`src/rtl/fibo_bcd_display_pkg.sv`:
```
// Shared types and constants for the Fibonacci BCD display stage.
package fibo_bcd_display_pkg;

  localparam int unsigned DATA_W_DEF  = 16;
  localparam int unsigned DIGITS_DEF  = 5;
  localparam int unsigned SEG_W       = 7;
  localparam int unsigned BCD_DIGIT_W = 4;

  typedef enum logic [1:0] {
    ST_IDLE  = 2'd0,
    ST_SHIFT = 2'd1,
    ST_DONE  = 2'd2
  } conv_state_e;

  // Active-high glyphs, bit order {g,f,e,d,c,b,a}
  localparam logic [SEG_W-1:0] GLYPH_0     = 7'h3F;
  localparam logic [SEG_W-1:0] GLYPH_1     = 7'h06;
  localparam logic [SEG_W-1:0] GLYPH_2     = 7'h5B;
  localparam logic [SEG_W-1:0] GLYPH_3     = 7'h4F;
  localparam logic [SEG_W-1:0] GLYPH_4     = 7'h66;
  localparam logic [SEG_W-1:0] GLYPH_5     = 7'h6D;
  localparam logic [SEG_W-1:0] GLYPH_6     = 7'h7D;
  localparam logic [SEG_W-1:0] GLYPH_7     = 7'h07;
  localparam logic [SEG_W-1:0] GLYPH_8     = 7'h7F;
  localparam logic [SEG_W-1:0] GLYPH_9     = 7'h6F;
  localparam logic [SEG_W-1:0] GLYPH_BLANK = 7'h00;

  // Non-decimal codes cannot occur from the converter; show them dark.
  function automatic logic [SEG_W-1:0] seg_glyph(input logic [BCD_DIGIT_W-1:0] v);
    logic [SEG_W-1:0] g;
    g = GLYPH_BLANK;
    case (v)
      4'd0: g = GLYPH_0;
      4'd1: g = GLYPH_1;
      4'd2: g = GLYPH_2;
      4'd3: g = GLYPH_3;
      4'd4: g = GLYPH_4;
      4'd5: g = GLYPH_5;
      4'd6: g = GLYPH_6;
      4'd7: g = GLYPH_7;
      4'd8: g = GLYPH_8;
      4'd9: g = GLYPH_9;
      default: g = GLYPH_BLANK;
    endcase
    return g;
  endfunction

endpackage

```
`src/rtl/fibo_bcd_display_if.sv`:
```
// Bundle between the Fibonacci calculator side and the BCD display stage.
interface fibo_bcd_display_if #(
  parameter int unsigned DATA_W = 16,
  parameter int unsigned DIGITS = 5
) ();

  logic                  start;
  logic [DATA_W-1:0]     bin_in;
  logic                  busy;
  logic                  conv_done;
  logic                  bcd_valid;
  logic [4*DIGITS-1:0]   bcd_out;
  logic [7*DIGITS-1:0]   seg_out;

  modport master (
    output start, bin_in,
    input  busy, conv_done, bcd_valid, bcd_out, seg_out
  );

  modport slave (
    input  start, bin_in,
    output busy, conv_done, bcd_valid, bcd_out, seg_out
  );

endinterface

```
`src/rtl/fibo_bcd_display_seven_seg_decoder.sv`:
```
// One BCD digit to a 7-segment pattern with blanking and selectable polarity.
module seven_seg_decoder
  import fibo_bcd_display_pkg::*;
#(
  parameter bit ACT_LO = 1'b1
) (
  input  logic [BCD_DIGIT_W-1:0] bcd,
  input  logic                   blank,
  output logic [SEG_W-1:0]       seg_c
);

  logic [SEG_W-1:0] lit;

  always_comb begin
    lit   = blank ? GLYPH_BLANK : seg_glyph(bcd);
    seg_c = ACT_LO ? ~lit : lit;
  end

endmodule

```
`src/rtl/fibo_bcd_display.sv`:
```
// Captures a binary result on a start rising edge, converts it to BCD with a
// sequential double-dabble engine and drives one 7-segment pattern per digit.
module fibo_bcd_display
  import fibo_bcd_display_pkg::*;
#(
  parameter int unsigned DATA_W     = DATA_W_DEF,
  parameter int unsigned DIGITS     = DIGITS_DEF,
  parameter bit          SEG_ACT_LO = 1'b1,
  parameter bit          BLANK_LZ   = 1'b1
) (
  input  logic               clk,
  input  logic               reset_n,
  fibo_bcd_display_if.slave  bus
);

  localparam int unsigned BCD_W = BCD_DIGIT_W * DIGITS;
  localparam int unsigned CNT_W = $clog2(DATA_W + 1);
  localparam logic [CNT_W-1:0] CNT_LAST = CNT_W'(DATA_W - 1);

  conv_state_e        state_q, state_d;
  logic               start_q, start_d;
  logic [DATA_W-1:0]  bin_q, bin_d;
  logic [BCD_W-1:0]   acc_q, acc_d;
  logic [CNT_W-1:0]   cnt_q, cnt_d;
  logic [BCD_W-1:0]   bcd_out_q, bcd_out_d;
  logic               busy_q, busy_d;
  logic               conv_done_q, conv_done_d;
  logic               bcd_valid_q, bcd_valid_d;

  logic               accept_c;
  logic [BCD_W-1:0]   adj_c;

  always_ff @(posedge clk or negedge reset_n) begin
    if (!reset_n) begin
      state_q     <= ST_IDLE;
      start_q     <= 1'b0;
      bin_q       <= '0;
      acc_q       <= '0;
      cnt_q       <= '0;
      bcd_out_q   <= '0;
      busy_q      <= 1'b0;
      conv_done_q <= 1'b0;
      bcd_valid_q <= 1'b0;
    end else begin
      state_q     <= state_d;
      start_q     <= start_d;
      bin_q       <= bin_d;
      acc_q       <= acc_d;
      cnt_q       <= cnt_d;
      bcd_out_q   <= bcd_out_d;
      busy_q      <= busy_d;
      conv_done_q <= conv_done_d;
      bcd_valid_q <= bcd_valid_d;
    end
  end

  // Per-digit add-3 correction ahead of each shift; 4-bit, no inter-digit carry.
  always_comb begin
    adj_c = acc_q;
    for (int k = 0; k < int'(DIGITS); k++) begin
      if (acc_q[4*k +: 4] >= 4'd5) adj_c[4*k +: 4] = acc_q[4*k +: 4] + 4'd3;
    end
  end

  assign start_d  = bus.start;
  assign accept_c = bus.start & ~start_q & (state_q == ST_IDLE);

  always_comb begin
    state_d     = state_q;
    bin_d       = bin_q;
    acc_d       = acc_q;
    cnt_d       = cnt_q;
    bcd_out_d   = bcd_out_q;
    busy_d      = busy_q;
    conv_done_d = 1'b0;
    bcd_valid_d = bcd_valid_q;
    unique case (state_q)
      ST_IDLE: begin
        if (accept_c) begin
          state_d = ST_SHIFT;
          bin_d   = bus.bin_in;
          acc_d   = '0;
          cnt_d   = '0;
          busy_d  = 1'b1;
        end
      end
      ST_SHIFT: begin
        acc_d = BCD_W'({adj_c, bin_q[DATA_W-1]});
        bin_d = {bin_q[DATA_W-2:0], 1'b0};
        cnt_d = cnt_q + CNT_W'(1);
        // The last iteration publishes the result in the same edge.
        if (cnt_q == CNT_LAST) begin
          state_d     = ST_DONE;
          bcd_out_d   = acc_d;
          conv_done_d = 1'b1;
          bcd_valid_d = 1'b1;
          busy_d      = 1'b0;
        end
      end
      ST_DONE: state_d = ST_IDLE;
      default: state_d = ST_IDLE;
    endcase
  end

  assign bus.busy      = busy_q;
  assign bus.conv_done = conv_done_q;
  assign bus.bcd_valid = bcd_valid_q;
  assign bus.bcd_out   = bcd_out_q;

  logic [SEG_W*DIGITS-1:0] seg_c;

  // Digit k is blank when it and every higher digit are zero; digit 0 always shows.
  for (genvar k = 0; k < int'(DIGITS); k++) begin : g_dig
    logic blank_c;
    if (k == 0) begin : g_first
      assign blank_c = 1'b0;
    end else begin : g_upper
      assign blank_c = BLANK_LZ && (bcd_out_q[BCD_W-1:4*k] == '0);
    end
    seven_seg_decoder #(.ACT_LO(SEG_ACT_LO)) u_dec (
      .bcd   (bcd_out_q[4*k +: 4]),
      .blank (blank_c),
      .seg_c (seg_c[SEG_W*k +: SEG_W])
    );
  end

  assign bus.seg_out = seg_c;

endmodule
```
`src/flat_wrapper.sv`:
```
// flat-port wrapper written by rule: the top's interface ports become plain ports
module fibo_bcd_display_flat import fibo_bcd_display_pkg::*;
#(
  parameter int unsigned DATA_W     = DATA_W_DEF,
  parameter int unsigned DIGITS     = DIGITS_DEF,
  parameter bit          SEG_ACT_LO = 1'b1,
  parameter bit          BLANK_LZ   = 1'b1
)
  (clk, reset_n, bus_start, bus_bin_in, bus_busy, bus_conv_done, bus_bcd_valid, bus_bcd_out, bus_seg_out);
  fibo_bcd_display_if #(.DATA_W(DATA_W), .DIGITS(DIGITS)) bus_i ();
  input  logic clk;
  input  logic reset_n;
  input wire logic [$bits(bus_i.start)-1:0] bus_start;
  input wire logic [$bits(bus_i.bin_in)-1:0] bus_bin_in;
  output wire logic [$bits(bus_i.busy)-1:0] bus_busy;
  output wire logic [$bits(bus_i.conv_done)-1:0] bus_conv_done;
  output wire logic [$bits(bus_i.bcd_valid)-1:0] bus_bcd_valid;
  output wire logic [$bits(bus_i.bcd_out)-1:0] bus_bcd_out;
  output wire logic [$bits(bus_i.seg_out)-1:0] bus_seg_out;
  assign bus_i.start = bus_start;
  assign bus_i.bin_in = bus_bin_in;
  assign bus_busy = bus_i.busy;
  assign bus_conv_done = bus_i.conv_done;
  assign bus_bcd_valid = bus_i.bcd_valid;
  assign bus_bcd_out = bus_i.bcd_out;
  assign bus_seg_out = bus_i.seg_out;
  fibo_bcd_display #(.DATA_W(DATA_W), .DIGITS(DIGITS), .SEG_ACT_LO(SEG_ACT_LO), .BLANK_LZ(BLANK_LZ)) u_core (.clk(clk), .reset_n(reset_n), .bus(bus_i));
endmodule
```
`config.mk`:
```
export PLATFORM = sky130hd
export DESIGN_NAME = fibo_bcd_display_flat
export DESIGN_NICKNAME = d
export VERILOG_FILES = /design/src/rtl/fibo_bcd_display_pkg.sv /design/src/rtl/fibo_bcd_display_if.sv /design/src/rtl/fibo_bcd_display_seven_seg_decoder.sv /design/src/rtl/fibo_bcd_display.sv /design/src/flat_wrapper.sv
export SDC_FILE = /design/constraint.sdc
export NUM_CORES = 1
export LEC_CHECK = 0
export ABC_AREA = 0
export BUFFER_PORTS_ARGS = -buffer_cell sky130_fd_sc_hd__clkbuf_2
export CAP_MARGIN = 5
export CORE_MARGIN = 5
export CORE_UTILIZATION = 50
export CTS_BUF_LIST = sky130_fd_sc_hd__clkbuf_8
export CTS_CLUSTER_DIAMETER = 60
export DETAILED_ROUTE_END_ITERATION = 6
export GPL_ROUTABILITY_DRIVEN = 0
export PLACE_DENSITY = 0.8
export SYNTH_ARGS = -nofsm -noshare
export SYNTH_HDL_FRONTEND = slang
export SYNTH_SLANG_ARGS = --single-unit
```
`constraint.sdc`:
```
create_clock -name clk -period 2.1 [get_ports clk]
set_clock_uncertainty 0.05 [all_clocks]
set_input_delay 0.315 -clock clk [delete_from_list [all_inputs] [get_ports clk]]
set_output_delay 0.315 -clock clk [all_outputs]
set_load 0.01 [all_outputs]
```
# == Yosys cells after proc, flatten, opt, wreduce, memory -nomap -nowiden ==
# Memories as Yosys holds them, arrays and structs flattened.
# Cells that the tools add are included.
# totals
memories,5
reg_bits,67
in_bits,19
wordCells,70
mem_bits_ro,560
out_inout_bits,58
# op_classes
n_reduce_logical,10
bitwise_logic,8
mux,23
n_addsub,6
eq_ne,4
n_lt_le_gt_ge,5
# memory_table
memory,words,width,read_ports,rd_ports_with_merged_regs,wr,line_no,source
(name not given),16,7,1,0,0,fibo_bcd_display_pkg.sv:32,case (v)
(name not given),16,7,1,0,0,fibo_bcd_display_pkg.sv:32,
(name not given),16,7,1,0,0,fibo_bcd_display_pkg.sv:32,
(name not given),16,7,1,0,0,fibo_bcd_display_pkg.sv:32,
(name not given),16,7,1,0,0,fibo_bcd_display_pkg.sv:32,
# op_table
operator,count
$pmux W20 S2,1
$not A7 Y7,5
$pmux W16 S2,1
$mux W7,4
$ge A4 B3 Y1 const B,5
$mux W20,1
$add A4 B2 Y4 const B,4
$logic_not A16 Y1,1
$mux W16,1
$mux W4,4
$logic_not A12 Y1,1
$pmux W5 S2,1
$logic_not A8 Y1,1
$reduce_and A2 Y1,3
$add A5 B1 Y5 const B,1
$eq A5 B4 Y1 const B,1
$mux W5,1
$logic_not A4 Y1,1
$mux W1,4
$mux W2,2
$ne A2 B1 Y1 const B,2
$pmux W2 S2,1
$add A3 B2 Y3 const B,1
$mux W3,1
7 further kinds,8

# == Longest topological paths before layout ==
# Gate-level depths: netlist of the first run.
# depth
depth_word,5
mapped_depth,8
ltp_nobuf,7

# == Cells and area by module ==
# Synthesis of the first run repeated with hierarchy kept, for this count alone.
# hier_totals
hier_cells,455
hier_area_um2,4240.3
# by_module_without_submodules
module,seq_area_each_um2,instances,area_per_inst_um2,cells_per_inst
fibo_bcd_display,1676.6,1,3114.2,299
seven_seg_decoder (u_core.g_dig[0].u_dec ...),0.0,4,226.5,31
seven_seg_decoder (u_core.g_dig[2].u_dec),0.0,1,220.2,32

# == Least setup slack after synthesis of the first run ==
# Ideal clock, no wire load.
# synth_timing
path_kind,reg2out
startpoint,"reg u_core.bcd_out_q[9], in the netlist u_core.bus.bcd_out[9]"
endpoint,out bus_seg_out[8]
stages_incl_launch_ff,8
t_arrival_ns,1.663
required_time_ns,1.735
path_buffers,1
path_slack_ns,0.072
path_cell_list,dfrtp_1 -> inv_1 -> ha_1 -> nor3b_4 -> nand4_2 -> or3_1 -> buf_2 -> nand3_1
# synth_between
elab_chain_cells,3
# synth_lines
element,line_no,source
from (decl),fibo_bcd_display.sv:25,"logic [BCD_W-1:0] bcd_out_q, bcd_out_d;"
from (signal assigned),fibo_bcd_display.sv:50,bcd_out_q <= bcd_out_d;
$logic_not A16 Y1,fibo_bcd_display.sv:118,assign blank_c = BLANK_LZ && (bcd_out_q[BCD_W-1:4*k] == '0);
$mux W7,fibo_bcd_display_seven_seg_decoder.sv:15,lit = blank ? GLYPH_BLANK : seg_glyph(bcd);
$not A7 Y7,fibo_bcd_display_seven_seg_decoder.sv:16,seg_c = ACT_LO ? ~lit : lit;
to (decl),flat_wrapper.sv:19,output wire logic [$bits(bus_i.seg_out)-1:0] bus_seg_out;
# Every way passes these cells.

# == Worst setup path after layout of the first run ==
# layout_timing
startpoint,"reg u_core.bcd_out_q[13], in the netlist u_core.bus.bcd_out[13]"
endpoint,out bus_seg_out[9]
# Same word-level chain as after synthesis.

==> metrics.yaml, run 1 <==
cts_tree: "done"
synthTopCellsByArea: "dfrtp_1 (42%), ha_1 (12%), o21ai_0 (8.0%)"
overflow: 0
vias: 3609
p_total_mw: 8.71
crit_required_ns: 1.74
die_h_um: 99.7
synth_nets: 520
grt_pass1_wl_um: 15300
fillCellCount: 629
drive_gt1_share_pct: 29.7
cts.sinks: 67
ir_drop_mv: 0.876
net-switching-power_mw: 3.91
routedWlPerCell_um: 13.6
hold_path.class: "in -> reg"
clk_latency_ns: 0.33
area_delta_synth_final_pct: 27.2
core_area_sq_um: 7770
grt_pass1_vias: 3454
rsz0062_at_grt: "true"
clkSlewWorstSetupHoldPaths_ns: 0.07
via_per_inst: 5.33
rows: 32
stdcell_area_sq_um: 5120
power_frac_seq_pct: 27.2
ios: 77
place_area_sq_um: 4630
worstMarginPinSlew_ns: 0.560
drt-total-wl_um: 9240
slew_violations: 0
finalCritPeriodShare_pct: 111
layout_setup_ws_ns: -0.222
maxCapViolations: 0
nets: 627
netlist_area_sq_um: 4020
syn_area_per_cell_sq_um: 8.67
seq_area_frac_synth_pct: 41.7
tns_ns: -1.99
p_int_mw: 4.81
cellLeakagePower_nw: 2.54
die-area_sq_um: 9940
antenna_left: 0
grt_max_degree: 49
drtIter0Drc: 133
cp_max_fo: 6
antenna_found_initial: 0
yosys_warnings: 0
layout_min_cycle_time_ns: 2.32
cts_buffers: 9
ys_ff_latch: 67
relSlewSlack_pct: 62.7
antenna_cells_inserted: 0
grt_usage_pct: 18.6
regArea_sq_um: 1680
status: "complete, but fails checks"
fp.dieW_um: 99.7
multi_input_area_sq_um: 2180
drc_errors: 0
power_density_nw_per_um2: 1700
yosys.area.top_type: "dfrtp_1"
hpwl_um: 6560
htreeDepth: 3
start_util_pct: 51.8
end_kind: "primary output"
clock_power_share_pct: 12.1
combPwrFrac_pct: 60.7
critical_path.startpoint_type: "register"
root_buffer: "clkbuf_8"
synth_top_area_share_pct: 41.7
max_freq_mhz: 431
dr.pass1.iters: 5
setup_viol: 18
yosysUniqueCellTypes: 44
hold_violations: 0
synth_edf_count: 0
synth_ff_type: "dfrtp_1"
synthTopCellsByCount: "dfrtp_1 (67), o21ai_0 (64), nand2_1 (52), inv_1 (49)"
synthArstFlopShare_pct: 100
worst-setup-path-type: "reg -> out"
crit_arrival_ns: 1.96
cts_buffer_depth: 2
syn_inst: 464
violations: "setup timing"
yosysMostFrequentCell: "dfrtp_1"
io_buffer_count: 76
netSwitchingFraction_pct: 44.8
==> layer usage <==
metal	part of all wire (%)	GRT usage (%)
met1	44	23.5
met2	48	30.7
met3	5.4	3.86
met4	2.0	7.98
met5	0	0
==> critical path: stages, from the launching register on <==
cell	delay, ns
dfrtp_1	0.39
inv_2	0.07
ha_2	0.18
nor2b_4	0.21
nand4_2	0.12
or3_4	0.39
o311ai_4	0.09
buf_2	0.17
==> path summary, 6_finish.rpt <==
check | to | slack, ns | cells past startpoint | from
worst max-delay path | bus_seg_out[9] | -0.22 | 7 | u_core.bus.bcd_out[13]
worst min-delay path | u_core.start_q | 0.06 | 1 | bus_start
worst max register to register | u_core.bus.bcd_out[3] | 0.33 | 7 | u_core.cnt_q[0]
worst min register to register | u_core.bus.bcd_valid | 0.42 | 1 | u_core.bus.bcd_valid
max in group asynchronous | u_core.bus.bcd_out[19] | 0.96 | 3 | reset_n
min in group asynchronous | u_core.bin_q[12] | 0.41 | 2 | reset_n
==> kinds of logic (layout without fill, tap and decap cells) <==
logic type | Yosys count | in the layout | share of synthesized area [%]
simple gates | 130 | 130 | 16.1
xor+xnor | 8 | 8 | 1.74
fa+ha+maj | 37 | 37 | 11.5
compound gates | 144 | 144 | 20.2
buf+inv | 72 | 183 | 7.18
mux | 6 | 6 | 1.65
flops | 67 | 67 | 41.7
==> stage by stage <==
step           util, %  setup slack, ns  hold slack (ns)  cells
6_report          65.9           -0.222           0.0582    677
5_1_grt           65.9           -0.307           0.0397    677
4_1_cts           64.4           -0.230           0.0394    673
3_5_place_dp      59.6         -0.00717            0.255    645
3_3_place_gp      59.6           0.0743            0.254    645
2_1_floorplan        -           0.0724          -0.0306    464
==> flip-flops by register name, indices dropped and copies added (netlist names) <==
name                  cells
u_core.acc_q             20
u_core.bin_q             16
u_core.bus.bcd_out       20
u_core.bus.bcd_valid      1
u_core.bus.busy           1
u_core.bus.conv_done      1
u_core.cnt_q              5
u_core.start_q            1
u_core.state_q            2
==> cells in the final DEF, fill, tap and decap left out, drive strengths merged, types with 6 or more instances in the layout <==
| master | Yosys | layout |
|---|---|---|
| clkbuf | 16 | 68 |
| dfrtp | 67 | 67 |
| o21ai | 64 | 64 |
| buf | 7 | 61 |
| nand2 | 52 | 52 |
| inv | 49 | 51 |
| a21oi | 37 | 37 |
| ha | 37 | 37 |
| nor2 | 30 | 30 |
| o22ai | 21 | 21 |
| nand2b | 13 | 13 |
| nor3b | 9 | 9 |
| nor3 | 8 | 8 |
| xnor2 | 7 | 7 |
| a31oi | 6 | 6 |
==> final cells by class <==
cell class	instances	share of cell area, %
Multi-Input combinational cell	325	42.6
Clock buffer	11	2.96
Tap cell	102	2.49
Clock inverter	4	0.831
Sequential cell	67	32.8
Timing Repair Buffer	119	14.7
Inverter	49	3.59
==> what timing repair did <==
| item | in CTS | in global routing |
|---|---|---|
| endpoints found under the hold margin | 19 | 0 |
| hold buffers | 1 | 0 |
| pin swaps | 7 | 7 |
| resized for setup | 24 | 41 |
| endpoints found under the setup margin | 23 | 25 |
| buffers inserted | 13 | 7 |
==> power groups by stage <==
stage               clock (mW)  combinational, mW  sequential [mW]
CTS                       1.07               5.11             2.34
global placement             0               4.64             2.32
global route              1.13               5.89             2.46
floorplan                    0               3.10             2.35
finish                    1.05               5.29             2.37
detailed placement           0               4.85             2.35
No activity file was read; power rests on OpenSTA's default activity.
==> run 2, diff against run 1 <==
==> constraint.sdc (replaced) <==
create_clock -name clk -period 2.5 [get_ports clk]
set_clock_uncertainty 0.05 [all_clocks]
set_input_delay 0.375 -clock clk [delete_from_list [all_inputs] [get_ports clk]]
set_output_delay 0.375 -clock clk [all_outputs]
set_load 0.01 [all_outputs]
==> metrics.yaml, run 2 (synthesis results as in run 1) <==
status: "finished, final reports clean"
max_stage_delay_ns: 0.42  # +0.03 ns
setup_viol: 0  # -18
die_h_um: 99.7  # unchanged
hold_path.class: "in -> reg"
clkSlewWorstSetupHoldPaths_ns: 0.07  # about the same
ir_drop_mv: 0.664  # -24%
antenna_cells_inserted: 0  # unchanged
overflow: 0  # unchanged
r2r-start: "u_core.cnt_q[0]"
drive_gt1_share_pct: 25.9  # -3.8 points
vias: 3498  # -3.1%
start_util_pct: 51.8  # unchanged
tns_ns: 0  # +1.99 ns
htreeDepth: 3  # unchanged
stdcell_area_sq_um: 4880  # -4.6%
crit_required_ns: 2.08  # +0.34 ns
slowest_stage: "or3_4"
grt_max_degree: 27  # -45%
crit_arrival_ns: 2.02  # +0.06 ns
layout_min_cycle_time_ns: 2.44
finalCritPeriodShare_pct: 97.6
antenna_left: 0  # unchanged
cts.sinks: 67  # unchanged
fin_util_pct: 62.8  # -3.0 points
hpwl_um: 6280  # -4.2%
area_delta_synth_final_pct: 21.3
max_freq_mhz: 410
fp.dieW_um: 99.7  # unchanged
hold_violations: 0  # unchanged
r2r_cells: 7  # unchanged
fin_cells: 662  # -2.2%
cts_buffers: 9  # unchanged
crit_chain: "inv_2, ha_4, nor3b_4, nand4_4, or3_4, o311ai_2, buf_2"
cellLeakagePower_nw: 2.43  # -4.1%
grt_pass1_vias: 3261  # -5.6%
critical_path.startpoint: "u_core.bus.bcd_out[8]"
drt-total-wl_um: 8650  # -6.4%
r2r-end: "u_core.bus.bcd_out[3]"
holdWs_ns: 0.122  # +0.0642 ns
cts_tree: "done"
rsz0062_at_grt: "true"
core_area_sq_um: 7770  # unchanged
nets: 612  # -2.4%
worstMarginPinSlew_ns: 0.573  # +0.0129 ns
final_cell_mix: "clkbuf_2 (74), o21ai_0 (64), dfrtp_1 (64)"
cts_buffer_depth: 2  # unchanged
slew_violations: 0  # unchanged
dr.pass1.iters: 4  # -1
worst-setup-path-type: "reg -> out"
rows: 32  # unchanged
grt_pass1_wl_um: 14500  # -5.3%
routedWlPerCell_um: 13.1  # -4.3%
maxCapViolations: 0  # unchanged
endpoint: "bus_seg_out[9]"
drtIter0Drc: 89  # -33%
relSlewSlack_pct: 61.8  # -0.86 points
die-area_sq_um: 9940  # unchanged
drc_errors: 0  # unchanged
layout_commonest_cell: "clkbuf_2"
antenna_found_initial: 0  # unchanged
dp.cells: 627  # -2.8%
io_buffer_count: 76  # unchanged
critical_path.startpoint_type: "register"
via_per_inst: 5.28  # -0.88%
ios: 77  # unchanged
power_density_nw_per_um2: 1410  # -17%
end_kind: "primary output"
root_buffer: "clkbuf_8"
place_area_sq_um: 4500  # -2.9%
hp-start: "bus_start"
r2r_slack_ns: 0.56  # +0.23 ns
clk_latency_ns: 0.33  # about the same
grt_usage_pct: 17.4  # -1.2 points
cp_max_fo: 6  # unchanged
[run 2: changes by cell type in the layout (fill, tap and decap cells not counted), sizes merged]
cell and change:
buf -32, clkbuf +16, clkinv +2, bufinv -1
[run 2: routing by layer]
metal	part of all wire [%]	global-route usage, %	vias up
li1	-	-	1763
met1	45	22.9	1622
met2	48	28.4	102
met3	5.8	3.65	11
met4	1.2	5.99	0
met5	0	0	-
[run 2: through the flow]
step / power [mW] / setup WS, ns
floorplan: 4.58 / 0.412
global placement: 5.69 / 0.308
detailed placement: 5.87 / 0.223
CTS: 6.70 / 0.0112
global route: 7.53 / -0.0481
finish: 6.87 / 0.0600
[run 2: cell type report]
type | instances | area [sq um]
fillers | 677 | 2890
multi-input cells | 325 | 2120
flip-flops and latches | 67 | 1680
repair buffers | 104 | 606
inverters | 49 | 186
clock buffers | 10 | 138
well taps | 102 | 128
clock inverters | 5 | 22.5
[run 2: worst min path at each step]
| stage | endpoint | slack, ns | cells past startpoint |
|---|---|---|---|
| 2_1_floorplan | u_core.acc_q[0] | 0.03 | 0 |
| 3_3_place_gp | u_core.bin_q[11] | 0.34 | 1 |
| 3_5_place_dp | u_core.bin_q[11] | 0.35 | 1 |
| 4_1_cts | u_core.start_q | 0.11 | 1 |
| 5_1_grt | u_core.start_q | 0.12 | 1 |
| 6_report | u_core.start_q | 0.12 | 1 |
[run 2: critical path: cells and delay by family (launching register included)]
family                     cells  cell delay [ns]
and+or+nand+nor                3             0.78
DFF                            1             0.40
buffers and inverters          2             0.27
adders and majority gates      1             0.14
AOI/OAI and AO/OA              1             0.09
[run 2: power by group]
group | switching, mW | internal, mW
clock network | 0.368 | 0.369
registers | 0.517 | 1.55
logic | 2.27 | 1.80
[run 2: timing repair]
action / in CTS / in global routing
hold endpoints to repair: 24 / 0
hold buffers: 1 / 0
pin swaps: 1 / 4
resized for setup: 9 / 12
setup buffers: 5 / 14
endpoints found under the setup margin: 8 / 9
==> run 3, diff against run 2 <==
--- a/config.mk
+++ b/config.mk
@@ -14,7 +14,8 @@
 export CTS_CLUSTER_DIAMETER = 60
 export DETAILED_ROUTE_END_ITERATION = 6
 export GPL_ROUTABILITY_DRIVEN = 0
-export PLACE_DENSITY = 0.8
+export PLACE_DENSITY = 0.79
+export SLEW_MARGIN = 20
 export SYNTH_ARGS = -nofsm -noshare
 export SYNTH_HDL_FRONTEND = slang
 export SYNTH_SLANG_ARGS = --single-unit
==> metrics.yaml, run 3 (synthesis results as in run 1) <==
status: "finished, final reports clean"
worstMarginPinSlew_ns: 0.804  # +0.231 ns
cp_max_fo: 6  # unchanged
max_freq_mhz: 405  # -1.1%
ios: 77  # unchanged
stdcell_area_sq_um: 4910  # +0.54%
drt-total-wl_um: 8870  # +2.5%
layout_min_cycle_time_ns: 2.47  # +0.0272 ns
core_area_sq_um: 7770  # unchanged
routedWlPerCell_um: 13.4  # +2.7%
p_total_mw: 7.07  # +2.9%
power_density_nw_per_um2: 1440  # +2.4%
maxCapViolations: 0  # unchanged
drc_errors: 0  # unchanged
htreeDepth: 3  # unchanged
clkSlewWorstSetupHoldPaths_ns: 0.07  # about the same
final_cell_mix: "clkbuf_2 (72), o21ai_0 (64), dfrtp_1 (64)"
fin_cells: 661  # -0.15%
die_h_um: 99.7  # unchanged
end_kind: "primary output"
cts_buffer_depth: 2  # unchanged
rows: 32  # unchanged
hpwl_um: 6170  # -1.9%
dp.cells: 627  # unchanged
io_buffer_count: 76  # unchanged
place_area_sq_um: 4490  # -0.28%
clk_latency_ns: 0.34  # about the same
dr.pass1.iters: 4  # unchanged
hold_violations: 0  # unchanged
critical_path.startpoint_type: "register"
finalCritPeriodShare_pct: 98.7  # +1.1 points
via_per_inst: 5.33  # +0.81%
vias: 3521  # +0.66%
drive_gt1_share_pct: 26.3  # +0.40 points
overflow: 0  # unchanged
cts.sinks: 67  # unchanged
holdWs_ns: 0.0985  # -0.0239 ns
setup_viol: 0  # unchanged
grt_max_degree: 68  # +150%
fillCellCount: 680  # +0.44%
fin_util_pct: 63.2  # +0.34 points
hold_path.class: "in -> reg"
crit_arrival_ns: 2.04  # +0.02 ns
ir_drop_mv: 0.571  # -14%
cts_tree: "done"
relSlewSlack_pct: 46.4  # -15 points
fp.dieW_um: 99.7  # unchanged
root_buffer: "clkbuf_8"
antenna_left: 0  # unchanged
antenna_found_initial: 0  # unchanged
start_util_pct: 51.8  # unchanged
area_delta_synth_final_pct: 22.0
cts_buffers: 9  # unchanged
grt_pass1_wl_um: 14900  # +2.8%
antenna_cells_inserted: 0  # unchanged
die-area_sq_um: 9940  # unchanged
grt_pass1_vias: 3330  # +2.1%
tns_ns: 0  # unchanged
worst-setup-path-type: "reg -> out"
layout_commonest_cell: "clkbuf_2"
rsz0062_at_grt: "true"
crit_required_ns: 2.08  # about the same
slew_violations: 0  # unchanged
cellLeakagePower_nw: 2.45  # +0.48%
nets: 610  # -0.33%
post-place-ws_ns: 0.214  # -0.00893 ns
grt_usage_pct: 18.0  # +0.62 points
drtIter0Drc: 160  # +80%
layout_setup_ws_ns: 0.0328  # -0.0272 ns
run 3: cell types whose count changed in the layout (fill, tap and decap cells not counted), sizes merged:
cell	change
bufinv	+1
clkinvlp	+1
buf	+1
clkinv	-1
dlygate4sd3	-1
inv	-2
run 3: timing repair:
item | CTS | global route
setup endpoints to repair | 8 | 8
buffers inserted | 6 | 12
pin swaps | 1 | 5
hold buffers | 0 | 0
cloned | 0 | 0
resized for setup | 9 | 15
hold endpoints to repair | 0 | 0
run 3: path summary, 6_finish.rpt:
path | start | to | slack, ns | cells past startpoint
min in group asynchronous | reset_n | u_core.bin_q[12] | 0.15 | 2
setup reg to reg | u_core.cnt_q[0] | u_core.bus.bcd_out[19] | 0.65 | 7
setup / recovery | u_core.bus.bcd_out[13] | bus_seg_out[9] | 0.03 | 7
hold reg to reg | u_core.bus.bcd_valid | u_core.bus.bcd_valid | 0.43 | 1
max in group asynchronous | reset_n | u_core.bus.bcd_out[13] | 1.68 | 2
hold / removal | bus_start | u_core.start_q | 0.1 | 1
run 3: routing by layer:
metal	routed length, um	GRT usage [%]
met1	3900	23.1
met2	4310	29.4
met3	528	3.65
met4	128	7.67
met5	0	0
run 3: cell type report:
type / count / area, sq um / share of cell area (%)
clock inverter: 4 / 47.5 / 0.969
sequential: 67 / 1680 / 34.2
timing repair buffer: 102 / 576 / 11.7
tap: 102 / 128 / 2.60
multi-input combinational: 325 / 2120 / 43.2
clock buffer: 12 / 165 / 3.37
inverter: 49 / 189 / 3.85
run 3: report_power, final:
group | total (mW) | switching, mW | internal [mW] | leakage, nW
Clock | 0.944 | 0.405 | 0.539 | 0.108
Sequential | 2.10 | 0.542 | 1.55 | 0.795
Combinational | 4.03 | 2.24 | 1.79 | 1.54
run 3: worst max-delay path, stage by stage (launching register included):
cell	delay, ns
dfrtp_2	0.45
inv_2	0.11
ha_4	0.13
nor2b_4	0.19
nand4_2	0.12
or3_4	0.44
o311ai_4	0.09
buf_2	0.17
